--- src/rtl/banco_pkg.sv ---
// Shared defaults for the general-purpose register bank.
package banco_pkg;

  localparam int BANCO_DATA_W = 32;
  localparam int BANCO_ADDR_W = 5;
  localparam int BANCO_NUM_RD = 2;
  localparam int BANCO_DEPTH  = 2 ** BANCO_ADDR_W;

  function automatic int banco_depth(input int addr_w);
    return 2 ** addr_w;
  endfunction

endpackage

--- src/rtl/banco_puerto_lectura.sv ---
// One combinational read lane: array mux, writeback bypass, zero-register override.
module banco_puerto_lectura
  import banco_pkg::*;
#(
  parameter int DATA_W   = BANCO_DATA_W,
  parameter int ADDR_W   = BANCO_ADDR_W,
  parameter int ZERO_REG = 1
) (
  input  logic [banco_depth(ADDR_W)-1:0][DATA_W-1:0] mem_i,
  input  logic [banco_depth(ADDR_W)-1:0]             busy_i,
  input  logic [ADDR_W-1:0]                          ra_i,
  input  logic [ADDR_W-1:0]                          wa_i,
  input  logic [DATA_W-1:0]                          dw_i,
  input  logic                                       we_i,
  input  logic                                       rst_i,
  output logic [DATA_W-1:0]                          dr_o,
  output logic                                       busy_o
);

  always_comb begin
    dr_o   = mem_i[ra_i];
    busy_o = busy_i[ra_i];
    if ((ZERO_REG != 0) && (ra_i == '0)) begin
      dr_o   = '0;
      busy_o = 1'b0;
    end else if (we_i && !rst_i && (wa_i == ra_i)) begin
      // Writeback in flight: the reader sees the new value and a free register.
      dr_o   = dw_i;
      busy_o = 1'b0;
    end
  end

endmodule

--- src/rtl/banco_registros_param.sv ---
// Parametrised register bank with write bypass, optional zero register and busy scoreboard.
module banco_registros_param
  import banco_pkg::*;
#(
  parameter int DATA_W   = BANCO_DATA_W,
  parameter int ADDR_W   = BANCO_ADDR_W,
  parameter int NUM_RD   = BANCO_NUM_RD,
  parameter int ZERO_REG = 1
) (
  input  logic                     CLK_BANCO,
  input  logic                     RST_BANCO,
  input  logic [NUM_RD*ADDR_W-1:0] RA_BANCO,
  output logic [NUM_RD*DATA_W-1:0] DR_BANCO,
  output logic [NUM_RD-1:0]        BUSY_BANCO,
  input  logic [ADDR_W-1:0]        WA_BANCO,
  input  logic [DATA_W-1:0]        DW_BANCO,
  input  logic                     WE_BANCO,
  input  logic                     RES_BANCO,
  input  logic [ADDR_W-1:0]        RES_ADDR_BANCO
);

  localparam int DEPTH = banco_depth(ADDR_W);

  logic [DEPTH-1:0][DATA_W-1:0] mem_q, mem_d;
  logic [DEPTH-1:0]             busy_q, busy_d;

  logic wr_ok, res_ok;

  assign wr_ok  = WE_BANCO  && !((ZERO_REG != 0) && (WA_BANCO == '0));
  assign res_ok = RES_BANCO && !((ZERO_REG != 0) && (RES_ADDR_BANCO == '0));

  always_comb begin
    mem_d  = mem_q;
    busy_d = busy_q;
    if (wr_ok) begin
      mem_d[WA_BANCO]  = DW_BANCO;
      busy_d[WA_BANCO] = 1'b0;
    end
    // Applied after the write so a new producer on the same register keeps it busy.
    if (res_ok) begin
      busy_d[RES_ADDR_BANCO] = 1'b1;
    end
  end

  always_ff @(posedge CLK_BANCO) begin
    if (RST_BANCO) begin
      mem_q  <= '0;
      busy_q <= '0;
    end else begin
      mem_q  <= mem_d;
      busy_q <= busy_d;
    end
  end

  for (genvar i = 0; i < NUM_RD; i++) begin : g_rd
    banco_puerto_lectura #(
      .DATA_W  (DATA_W),
      .ADDR_W  (ADDR_W),
      .ZERO_REG(ZERO_REG)
    ) u_rd (
      .mem_i (mem_q),
      .busy_i(busy_q),
      .ra_i  (RA_BANCO[i*ADDR_W +: ADDR_W]),
      .wa_i  (WA_BANCO),
      .dw_i  (DW_BANCO),
      .we_i  (WE_BANCO),
      .rst_i (RST_BANCO),
      .dr_o  (DR_BANCO[i*DATA_W +: DATA_W]),
      .busy_o(BUSY_BANCO[i])
    );
  end

endmodule

--- config.mk ---
export PLATFORM = sky130hd
export DESIGN_NAME = banco_registros_param
export DESIGN_NICKNAME = d
export VERILOG_FILES = /design/src/rtl/banco_pkg.sv /design/src/rtl/banco_puerto_lectura.sv /design/src/rtl/banco_registros_param.sv
export SDC_FILE = /design/constraint.sdc
export NUM_CORES = 2
export LEC_CHECK = 0
export CAP_MARGIN = 10
export CORE_AREA = 2 2 318 320
export CTS_BUF_LIST = sky130_fd_sc_hd__clkbuf_8
export DETAILED_ROUTE_END_ITERATION = 8
export DIE_AREA = 0 0 320 322
export PLACE_DENSITY = 0.72
export SETUP_SLACK_MARGIN = 0.1
export SYNTH_ARGS = -nofsm -noshare
export SYNTH_HDL_FRONTEND = slang
export SYNTH_SLANG_ARGS = --single-unit
--- constraint.sdc ---
create_clock -name CLK_BANCO -period 5.9 [get_ports CLK_BANCO]
set_input_delay 1.18 -clock CLK_BANCO [delete_from_list [all_inputs] [get_ports CLK_BANCO]]
set_output_delay 1.18 -clock CLK_BANCO [all_outputs]
set_load 0.01 [all_outputs]
==> summary.md <==
| Metric | Value |
|---|---|
| Initial Util | 0.547 |
| Clock Power Share | 0.426 |
| Fraction of the mapped netlist area in simple logic gates | 0.166 |
| Final worst path period share | 0.983 |
| WP data required | 4720 ps |
| CP Cell Sequence | buf_4 > buf_4 > or2_2 > buf_4 > o22ai_1 > buf_4 > nor4_1 > a21o_1 > clkdlybuf4s50_1 |
| Detailed Place HPWL | 133000 um |
| Sequential cell area fraction in the yosys report | 0.388 |
| Post-synth top cells | nand2_1, dfxtp_1, a21oi_1, mux4_2, clkbuf_1 |
| Synth cell types | 61 |
| Syn Area/Cell | a little under 9 um^2 |
| Detailed Route WL | 221000 um |
| Total track usage | 0.422 |
| Core area | 99600 um^2 |
| Largest family of logic cells by synthesized area | multiplexers |
| Pleak | ~0.02 uW |
| Top cell type's share of synthesized area | 0.388 |
| Crit path DAT | 4620 ps |
| Fillers | around 8500 |
| # IOs | approximately 120 |
| Clock sinks | 1056 |
| Clock Pin Slew Worst Setup and Hold Paths | 60 ps |
| Cells after DPL | 7144 |
| Ys async rst share | 0 |
| Compound-gate portion of the synthesized area | 0.141 |
| Largest net degree at the start of global routing | 215 |
| Total number of yosys warnings | 0 |
| Initial antenna violation count | 13 |
| Worst slew pin tran | 1430 ps |
| Synth Area in Adders | 0 |
| Worst path slowest cell | nor4_1 |
| WHS | 465 ps |
| PwrDens | 253 nW/um^2 |
| Die Y | 322 um |
| Share of cells above drive strength 1 | 0.181 |
| Area leader, netlist | dfxtp_1 |
| DRC Markers | 0 |
| RSZ-0062 raised after global routing | no |
| Top-count cell post-synth | nand2_1 |
| F_max | 0.173 GHz |
| Die width | 320 um |
| Worst setup EP type | output port |
| CTS tree | done |
| CTS Buffer Depth | 3 |
| Drt initial violations | 8784 |
| Total power | around 15000 uW |
| Via count | 51755 |
| TNS Setup | 0 ps |
| Mux cell area share after synthesis | 0.246 |
| Max stage delay on crit path | about 990 ps |
| Fin. max-slew vios | 0 |
| DR WL/cell | 29.7 um |
| Ys flop type | dfxtp_1 |
| Relative slew slack | 0.0421 |
| CTS root buf | clkbuf_8 |
| Count of final hold-check violations | 0 |
| Port bufs | 121 |
| Die area | 103000 um^2 |
| Most used cell, CP | buf_4 |
| Share of total power in combinational logic | 0.102 |
| Worst hold path type | reg2reg |
| Post-DRT Antenna Nets | 0 |
| Vias per cell | 6.94 |
| Crit path max fanout | 21 |
| First-pass GRT wire length | roughly 320000 um |
| Min cycle time layout | 5800 ps |
| Rows | ~120 |
| H-tree depth | 4 |
| P_sw | between 4000 and 5000 uW |
| Final cell count without fillers | 7458 |
| FF+latch count, synth | between 1000 and 1500 |
| Area share of xor/xnor cells in the synthesized design | 0.00161 |
| Drt first pass iters | 7 |
| Pint | 11100 uW |
| Post-synth EDFFs | 0 |
| CP Launch Type | input port |
| Synth Cell Area | 54500 um^2 |
| Clk_skew | 0 ps |
| Largest cells by area after synthesis | dfxtp_1, mux4_2, nand2_1 |
| Final setup vio count | 0 |
| Status | completed |
| Fin nets | slightly above 6000 |
| Mapped Nets | around 6200 |
| Routability cong. | 0.973 |
| Part of the power in registers | 0.472 |
| Crit Path Class | in2out |
| P&R area growth vs syn | 10.7% |
| Worst vdd ir | 0.000208 V |
| Cts hold-fix bufs | 0 |
| Vias in the first global route | 49210 |
| Skew-Pair Late Insertion Delay | roughly 850 ps |
| Max-cap violations | 0 |
| Switching share of power | 0.276 |
| Cts bufs inserted | approximately 170 |
| Mapped Cells | 6134 |
| Total grt overflow | 0 |
==> logic make-up (layout without fill, tap and decap cells) <==
| kind of cell | count (synthesis) | count (layout) |
|---|---|---|
| AND/OR/NAND/NOR | 2309 | 2309 |
| AO/OA/AOI/OAI | 1348 | 1348 |
| multiplexers | 722 | 722 |
| XOR/XNOR | 10 | 10 |
| flip-flops | 1056 | 1056 |
| buffers and inverters | 689 | 702 |
| other | 0 | 13 |
==> timing repair <==
action	in CTS	in global routing
gates resized for setup	0	4
buffers inserted	0	0
endpoints found under the setup margin	0	15
==> path summary, 6_finish.rpt <==
kind              cells after the start         from           end  slack, ps
hold reg to reg                       2   mem_q[349]    mem_q[349]        470
setup reg to reg                      2   mem_q[435]    mem_q[435]       5110
setup / recovery                      9  RA_BANCO[7]  DR_BANCO[43]        100
hold / removal                        2   mem_q[349]    mem_q[349]        470
==> cell type report <==
cell class              instances  area (um^2)  area share
clock inverters                82          420     0.00697
multi-input cells            4389        30600       0.507
diodes                         13         32.5    0.000539
flip-flops and latches       1056        21100       0.350
clock buffers                 219         3010      0.0500
repair buffers                365         3350      0.0555
inverters                      36          135     0.00224
well taps                    1298         1620      0.0269
==> state kept, by name, summed over array words and instances (netlist names) <==
signal	count
mem_q	1024
busy_q	32
==> metrics by stage <==
stage	area [um^2]	setup WS, ps	utilization
2_1_floorplan	54500	1690	-
3_3_place_gp	56800	191	0.571
3_5_place_dp	56800	165	0.571
4_1_cts	60300	124	0.605
5_1_grt	60300	130	0.606
6_report	60300	103	0.606
==> power by group through the flow <==
| stage | clock [uW] | combinational [uW] | sequential [uW] |
|---|---|---|---|
| 3_5_place_dp | 0 | 1480 | 7380 |
| 2_1_floorplan | 0 | 921 | 7360 |
| 4_1_cts | 6470 | 1480 | 7220 |
| 6_report | 6510 | 1560 | 7220 |
| 5_1_grt | 6810 | 1570 | 7220 |
| 3_3_place_gp | 0 | 1470 | 7370 |
==> cells in the final DEF (no fill, tap or decap), types with 8 or more instances in the layout <==
master / instances
a211oi_1: 12
a21o_1: 13
a21oi_1: 1013
a221o_1: 16
a221oi_1: 75
a22oi_1: 57
a2bb2oi_1: 14
a32oi_1: 24
and3_1: 12
buf_12: 24
buf_4: 222
clkbuf_8: 219
clkdlybuf4s50_1: 110
clkinv_1: 8
clkinv_2: 14
dfxtp_1: 1056
diode_2: 13
inv_1: 78
mux2_2: 35
mux2i_1: 198
mux4_2: 489
nand2_1: 2032
nand2_2: 27
nand2b_1: 28
nand3_1: 13
nor2_1: 56
nor2_4: 29
nor2b_1: 48
nor3_1: 10
nor4_1: 14
o21ai_0: 33
o21bai_1: 16
o22ai_1: 36
==> routing by layer <==
metal / vias up / share of wire / track usage / wire length [um]
li1: 21312 / - / - / -
met2: 4693 / 0.41 / 0.606 / 91600
met5: - / 0.00031 / 0.00426 / 69
met1: 24330 / 0.33 / 0.514 / 73400
met3: 1408 / 0.16 / 0.153 / 36200
met4: 12 / 0.091 / 0.331 / 20200
==> critical path: cells and delay by family <==
family / cells / cell delay (ps)
buf+inv: 5 / 1850
simple gates: 2 / 1260
compound gates: 2 / 270
Note: power is estimated with default switching activity, not from simulation.
